===== config.mk =====
export PLATFORM = sky130hd
export DESIGN_NAME = axi_lite_slave_mem
export DESIGN_NICKNAME = d
export VERILOG_FILES = /design/src/rtl/axi_lite_slave_mem.sv
export SDC_FILE = /design/constraint.sdc
export NUM_CORES = 2
export LEC_CHECK = 0
export ABC_CLOCK_PERIOD_IN_PS = 4300
export BUFFER_PORTS_ARGS = -buffer_cell sky130_fd_sc_hd__buf_2
export CAP_MARGIN = 20
export CORE_ASPECT_RATIO = 1.4
export CORE_MARGIN = 5
export CORE_UTILIZATION = 60
export CTS_CLUSTER_DIAMETER = 120
export DETAILED_ROUTE_END_ITERATION = 8
export PLACE_DENSITY = 0.76
export SETUP_SLACK_MARGIN = 0.05
export SLEW_MARGIN = 20
export SYNTH_ARGS = -nofsm -noshare
export SYNTH_HDL_FRONTEND = slang
export SYNTH_SLANG_ARGS = --single-unit

===== constraint.sdc =====
create_clock -name clk -period 4.3 [get_ports clk]
set_input_delay 0.43 -clock clk [delete_from_list [all_inputs] [get_ports clk]]
set_output_delay 0.43 -clock clk [all_outputs]
set_load 0.005 [all_outputs]

===== src/rtl/axi_lite_slave_mem.sv =====
// -----------------------------------------------------------------------------
// axi_lite_slave_mem
// AXI4-Lite slave backed by a word-addressed memory array.
//   - Write side: AW and W are accepted independently (either order or the
//     same cycle). The first one to arrive is latched. The memory write commits
//     on the edge where the second one is accepted, and BVALID rises on that
//     edge. Only one write can be outstanding at a time.
//   - Read side: an AR handshake loads RDATA from the array and raises RVALID.
//     RDATA/RVALID then hold until RREADY is seen.
//   - Word index = ADDR[log2(MEM_WORDS)+1:2]. Other address bits are ignored,
//     so addresses alias modulo MEM_WORDS*4.
//   - wr_count / rd_count count completed B and R beats and wrap at 8 bits.
// Ports:
//   clk, reset (synchronous, active low)
//   AWADDR/AWVALID/AWREADY, WDATA/WVALID/WREADY, BVALID/BREADY
//   ARADDR/ARVALID/ARREADY, RDATA/RVALID/RREADY
//   wr_count, rd_count (8-bit completion counters)
// The array is not cleared by reset. A reset in the middle of a transaction
// discards any latched AW/W and any pending B/R response.
// -----------------------------------------------------------------------------
module axi_lite_slave_mem #(
    parameter int ADDR_WIDTH = 32,
    parameter int DATA_WIDTH = 32,
    parameter int MEM_WORDS  = 64
) (
    input  logic                  clk,
    input  logic                  reset,
    input  logic [ADDR_WIDTH-1:0] AWADDR,
    input  logic                  AWVALID,
    output logic                  AWREADY,
    input  logic [DATA_WIDTH-1:0] WDATA,
    input  logic                  WVALID,
    output logic                  WREADY,
    output logic                  BVALID,
    input  logic                  BREADY,
    input  logic [ADDR_WIDTH-1:0] ARADDR,
    input  logic                  ARVALID,
    output logic                  ARREADY,
    output logic [DATA_WIDTH-1:0] RDATA,
    output logic                  RVALID,
    input  logic                  RREADY,
    output logic [7:0]            wr_count,
    output logic [7:0]            rd_count
);

    localparam int IDX_W = $clog2(MEM_WORDS);

    logic [DATA_WIDTH-1:0] mem_r [MEM_WORDS];

    logic                  aw_got_r;
    logic                  w_got_r;
    logic                  bvalid_r;
    logic                  rvalid_r;
    logic [IDX_W-1:0]      aw_idx_r;
    logic [DATA_WIDTH-1:0] w_data_r;
    logic [DATA_WIDTH-1:0] rdata_r;
    logic [7:0]            wr_count_r;
    logic [7:0]            rd_count_r;

    logic                  aw_ready_s;
    logic                  w_ready_s;
    logic                  ar_ready_s;
    logic                  aw_hs_s;
    logic                  w_hs_s;
    logic                  b_hs_s;
    logic                  ar_hs_s;
    logic                  r_hs_s;
    logic                  commit_s;
    logic [IDX_W-1:0]      aw_idx_s;
    logic [IDX_W-1:0]      ar_idx_s;
    logic [IDX_W-1:0]      commit_idx_s;
    logic [DATA_WIDTH-1:0] commit_data_s;
    logic                  unused_addr_s;

    // Only the word-index bits of the addresses matter; fold the rest away
    assign unused_addr_s = ^{AWADDR, ARADDR};

    // Ready generation, handshake decode and write-commit operand selection
    always_comb begin
        aw_ready_s = reset & ~aw_got_r & ~bvalid_r;
        w_ready_s  = reset & ~w_got_r & ~bvalid_r;
        ar_ready_s = reset & ~rvalid_r;
        aw_hs_s    = AWVALID & aw_ready_s;
        w_hs_s     = WVALID & w_ready_s;
        b_hs_s     = bvalid_r & BREADY;
        ar_hs_s    = ARVALID & ar_ready_s;
        r_hs_s     = rvalid_r & RREADY;
        aw_idx_s   = AWADDR[IDX_W+1:2];
        ar_idx_s   = ARADDR[IDX_W+1:2];
        // Commit once both halves are in hand, whether latched earlier or
        // arriving on this edge. Both flags are never set at the same time,
        // so at least one live handshake is always part of a commit.
        commit_s   = (aw_hs_s | aw_got_r) & (w_hs_s | w_got_r);
        if (aw_got_r) begin
            commit_idx_s = aw_idx_r;
        end else begin
            commit_idx_s = aw_idx_s;
        end
        if (w_got_r) begin
            commit_data_s = w_data_r;
        end else begin
            commit_data_s = WDATA;
        end
    end

    // Write channel: AW/W latch flags, B response and write completion counter
    always_ff @(posedge clk) begin
        if (!reset) begin
            aw_got_r   <= 1'b0;
            w_got_r    <= 1'b0;
            aw_idx_r   <= '0;
            w_data_r   <= '0;
            bvalid_r   <= 1'b0;
            wr_count_r <= 8'd0;
        end else begin
            if (commit_s) begin
                aw_got_r <= 1'b0;
                w_got_r  <= 1'b0;
                bvalid_r <= 1'b1;
            end else begin
                if (aw_hs_s) begin
                    aw_got_r <= 1'b1;
                    aw_idx_r <= aw_idx_s;
                end
                if (w_hs_s) begin
                    w_got_r  <= 1'b1;
                    w_data_r <= WDATA;
                end
            end
            // A commit needs BVALID low, so it never coincides with a B beat
            if (b_hs_s) begin
                bvalid_r   <= 1'b0;
                wr_count_r <= wr_count_r + 8'd1;
            end
        end
    end

    // Storage array: written only on a commit and left untouched by reset
    always_ff @(posedge clk) begin
        if (commit_s) begin
            mem_r[commit_idx_s] <= commit_data_s;
        end
    end

    // Read channel: the array is sampled before any same-edge commit lands,
    // so a read that coincides with a write returns the old word
    always_ff @(posedge clk) begin
        if (!reset) begin
            rdata_r    <= '0;
            rvalid_r   <= 1'b0;
            rd_count_r <= 8'd0;
        end else begin
            if (ar_hs_s) begin
                rdata_r  <= mem_r[ar_idx_s];
                rvalid_r <= 1'b1;
            end else if (r_hs_s) begin
                rvalid_r   <= 1'b0;
                rd_count_r <= rd_count_r + 8'd1;
            end
        end
    end

    assign AWREADY  = aw_ready_s;
    assign WREADY   = w_ready_s;
    assign ARREADY  = ar_ready_s;
    assign BVALID   = bvalid_r;
    assign RVALID   = rvalid_r;
    assign RDATA    = rdata_r;
    assign wr_count = wr_count_r;
    assign rd_count = rd_count_r;

endmodule


# Word-level counts from Yosys, hierarchy flattened
# Memory sizes are Yosys's and may differ from the RTL's. A register that Yosys moved wholly into a read port is not among the register bits.
# Index checks and enable logic that the tools add are counted.
[word_totals] ramBits=2048 memories=1 ff_bits=58
[memory_table] memory="mem_r" depth=64 width=32 read_ports=1 rd_ports_with_merged_regs=1 wr=1 line_no="48" text="logic [DATA_WIDTH-1:0] mem_r [MEM_WORDS];"
[classes] n_mux=6 bitwise_logic=20 n_reduce_logical=7 addsub=2
[op_table] op="$mux W32" n=1
[op_table] op="$add A8 B1 Y8 const B" n=2
[op_table] op="$and A1 B1 Y1" n=11
[op_table] op="$not A1 Y1" n=7
[op_table] op="$mux W6" n=1
[op_table] op="$reduce_and A2 Y1" n=3
[op_table] op="$mux W1" n=4
[op_table] op="$reduce_or A2 Y1" n=2
[op_table] op="$or A1 B1 Y1" n=2
[op_table] op="$reduce_bool A2 Y1" n=1
[op_table] op="$logic_not A1 Y1" n=1

# Depth between registers and ports, before layout
[logic_depth] ltp_word=8 mapped_depth=11 ltp_nobuf=5

# Worst setup path after synthesis
# OpenSTA, ideal clock, no wires.
[synth_path] path_type="reg2reg" startpoint="register aw_got_r" endpoint="memory mem_r[0][0] (enable)" slack_ns=0.957 setup_ns=0.421 stages_incl_launch_ff=7 period_less_slack_ns=3.343 t_arrival_ns=2.922 cell_sequence="dfxtp_1 clkbuf_1 clkbuf_1 mux2i_1 nor2b_1 nand2_1 nor2_1"
[synth_via] elab_chain_cells=8 elab_cells_between_ends=9 cone_classes="mux (3); bitwise (6)"
[synth_rtl] element="from (decl)" line_no="50" text="logic aw_got_r;"
[synth_rtl] element="from (signal assigned)" line_no="109" text="aw_got_r <= 1'b0;"
[synth_rtl] element="from (signal assigned)" line_no="117" text="aw_got_r <= 1'b0;"
[synth_rtl] element="from (signal assigned)" line_no="122" text="aw_got_r <= 1'b1;"
[synth_rtl] element="$not A1 Y1" line_no="80" text="aw_ready_s = reset & ~aw_got_r & ~bvalid_r;"
[synth_rtl] element="$and A1 B1 Y1 (2 in series)" line_no="80"
[synth_rtl] element="$and A1 B1 Y1" line_no="83" text="aw_hs_s = AWVALID & aw_ready_s;"
[synth_rtl] element="$or A1 B1 Y1" line_no="93" text="commit_s = (aw_hs_s | aw_got_r) & (w_hs_s | w_got_r);"
[synth_rtl] element="$and A1 B1 Y1" line_no="93"
[synth_rtl] element="$mux W1" line_no="140" text="if (commit_s) begin"
[synth_rtl] element="$mux W1 (not written as such)" line_no="141" text="mem_r[commit_idx_s] <= commit_data_s;"
[synth_rtl] element="to (decl)" line_no="48"
# Several ways; a longest one is shown, not always the timed one.

# Worst setup path after layout
[layout_path] startpoint="register aw_got_r" endpoint="memory mem_r[27][23] (enable)"
# Same word-level chain as after synthesis.

==> flow_metrics.tcl <==
set metrics [dict create \
    die_height_microns 448 \
    routabilityCongestion 0.824 \
    grt_pass1_vias 42400 \
    holdPathStages 2 \
    ant_nets 0 \
    drcViolationCount 0 \
    p_sw_mw 8.80 \
    yosys-top-cells-count "2,048 x edfxtp_1, 499 x mux4_2, 186 x nand2_1, 143 x mux2_2, 115 x mux2i_1" \
    r2r_end "mem_r[27][23]" \
    hpwl_microns 118000 \
    min_to "w_data_r[15]" \
    cts_max_level 4 \
    async_flop_share_pct 0 \
    fin_crit_sh_pct 83.7 \
    drive_gt1_share_pct 29.3 \
    cts_resized 0 \
    finalSetupViolCount 0 \
    r2r_start "aw_got_r" \
    criticalPathCategory "flip-flop to flip-flop" \
    slowest_delay_ns 0.75 \
    synth_most_common_cell "edfxtp_1" \
    area_delta_synth_final_pct 12.3 \
    start_kind "flip-flop" \
    setup_slack_ns 0.699 \
    combPwrFrac_pct 5.9 \
    ys_types 57 \
    post_cts_buffers 0 \
    grt_overflow 0 \
    final_max_slew_viol_count 0 \
    holdWs_ns 0.0851 \
    drt-initial-drc-count 5208 \
    crit_required_ns 4.76 \
    wl_microns 212000 \
    leakage_nw 29.3 \
    rsz0062_at_grt "no" \
    start_util_pct 60.5 \
    hold_path.startpoint "reset" \
    first_pass_iters 6 \
    pre_cts_ws_ns 0.886 \
    max_freq_mhz 278 \
    finalSetupTns_ns 0 \
    post_drt_wl_per_cell_microns 35.1 \
    grt_pass1_wl_microns 301000 \
    relSlewSlack_pct 20.2 \
    crit_slowest_cell "mux2i_1" \
    r2r_cells 5 \
    track_usage_pct 29.7 \
    via_per_inst 6.87 \
    p_seq_share_pct 56.2 \
    num_rows 160 \
    synth.top_cell.area_share_pct 74.7 \
    hold_class "input pin to flip-flop" \
    drv_cap 0 \
    syn_inst 3806 \
    cts_sinks 2138 \
    design.die.area_sq_um 145000 \
    io_pins 156 \
    fill_cells 8078 \
    design_area_sq_um 92400 \
    port_buffers 103 \
    critical_path.max_fanout 26 \
    insertion_delay_ns 0.80 \
    p_sw_share_pct 21.3 \
    ir_worst_vdd_mv 0.337 \
    status "finished, final reports clean" \
    skew_ns 0.0258 \
    yosys_warnings 0 \
    p_total_mw 41.3 \
    pwr_density_cell_nw_per_um2 447 \
    yosys.area.top_type "edfxtp_1" \
    synth_edf_count 2048 \
    syn_area_per_cell_sq_um 21.6 \
    grt_max_degree 98 \
    r2r_slack_ns 0.70 \
    finalHoldViolCount 0 \
    die_x_microns 323 \
    antenna_found_initial 13 \
    cts_hold_buf 44 \
    num_vias 41500 \
    root_buffer "clkbuf_16" \
    worstPathArrival_ns 4.06 \
    crit_chain "mux2i_1 -> nor2b_1 -> nand2_1 -> nor2_4 -> buf_12" \
    crit_path_end_kind "flip-flop" \
    synth_seq_cells 2138 \
    clock_path_buffers 3 \
    syn-cell-area_sq_um 82300 \
    cts_inserted_buffers 181 \
    syn-num-nets 3911 \
    worst_slew_pin_slew_ns 1.19 \
    cts_tree "yes" \
    min_period_ns 3.60 \
    coreArea_sq_um 136000 \
    synthTopCellsByArea "edfxtp_1 75%, mux4_2 14%, dfxtp_1 2.2%" \
    fin_nets 4208 \
    place_area_sq_um 86300 \
    clockPowerShare_pct 37.9 \
    synth_ff_type "edfxtp_1" \
    clk_pin_slew_worst_paths_ns 0.07 \
    p_int_mw 32.5 \
    ys_seq_area_share_pct 76.9 \
]
power by group through the flow:
stage | sequential (mW) | clock, mW | combinational (mW)
4_1_cts | 23.2 | 15.8 | 2.39
5_1_grt | 23.2 | 16.7 | 2.55
3_3_place_gp | 23.7 | 0 | 2.27
3_5_place_dp | 23.7 | 0 | 2.34
6_report | 23.2 | 15.7 | 2.42
2_1_floorplan | 23.7 | 0 | 1.46
layer usage:
layer / vias to the layer above / GRT usage [%] / share of wire [%]
li1: 16400 / - / -
met1: 21600 / 36.8 / 32
met2: 2814 / 49.9 / 51
met3: 621 / 7.60 / 11
met4: 10 / 13.4 / 5.6
met5: - / 0 / 0.033
metrics by stage:
stage          cells  util [%]
6_report        6040      67.9
3_5_place_dp    5658      63.4
3_3_place_gp    5657      63.4
5_1_grt         6035      67.9
4_1_cts         6033      67.8
2_1_floorplan   3806         -
logic make-up (layout without fill, tap and decap cells):
kind of cell | after synthesis | in the layout | synth area share, %
other | 0 | 7 | 0
AOI/OAI and AO/OA | 257 | 257 | 2.23
and+or+nand+nor | 419 | 419 | 2.23
DFF | 2138 | 2138 | 76.9
xor gates and xnor gates | 13 | 13 | 0.138
adders and majority gates | 2 | 2 | 0.0304
muxes | 757 | 757 | 17.0
buffers and inverters | 220 | 665 | 1.44
registers in the layout (all words and copies together), names as in the netlist:
name and flops:
mem_r 2048, aw_got_r 1, rd_count 8, w_got_r 1, RDATA 32, wr_count 8
aw_idx_r 6, w_data_r 32, BVALID 1, RVALID 1
worst max-delay path: cells and delay by family (launching register included):
| family | cells | cell delay, ns |
|---|---|---|
| and+or+nand+nor | 3 | 1.40 |
| buffers and inverters | 1 | 0.34 |
| DFF | 1 | 0.72 |
| muxes | 1 | 0.75 |
final cells by class:
cell class,count,area (sq um),share of cell area [%]
sequential,2138,63300,68.5
inverter,7,28.8,0.0311
timing repair buffer,327,2880,3.11
multi-input combinational,1448,18400,19.9
clock inverter,88,641,0.693
antenna,7,17.5,0.0189
clock buffer,243,4960,5.36
tap,1782,2230,2.41
placed cells by master (no fill, tap or decap), types with 17 or more instances in the layout:
| cell type | synthesis | layout |
|---|---|---|
| nor3_1 | 23 | 23 |
| a211oi_1 | 31 | 31 |
| clkbuf_16 | 0 | 186 |
| clkinv_2 | 0 | 26 |
| edfxtp_1 | 2048 | 2048 |
| a21oi_1 | 19 | 19 |
| buf_12 | 0 | 41 |
| mux2_2 | 143 | 124 |
| nand3_1 | 31 | 31 |
| dlygate4sd3_1 | 0 | 44 |
| o21ai_0 | 17 | 17 |
| nor2b_1 | 21 | 19 |
| clkinv_1 | 0 | 35 |
| a22oi_1 | 20 | 20 |
| o22ai_1 | 59 | 59 |
| nor2_4 | 0 | 64 |
| buf_2 | 62 | 98 |
| mux2i_1 | 115 | 115 |
| mux4_2 | 499 | 499 |
| dfxtp_1 | 90 | 89 |
| buf_4 | 35 | 139 |
| a21boi_0 | 41 | 41 |
| mux2_4 | 0 | 19 |
| nor2_1 | 104 | 40 |
| nand2_1 | 186 | 186 |
| clkbuf_1 | 80 | 48 |
how the worst max path moves through the flow:
stage                        start             to  slack (ns)  cells past startpoint
after floorplan           aw_got_r    mem_r[0][0]        0.96                      6
after global placement    aw_got_r  mem_r[63][30]        0.94                      5
after detailed placement  aw_got_r   mem_r[27][0]        0.89                      5
after CTS                 aw_got_r  mem_r[27][23]        0.84                      5
after global routing      aw_got_r  mem_r[27][23]        0.62                      5
final                     aw_got_r  mem_r[27][23]        0.70                      5
Power figures use the tool's default switching activity.
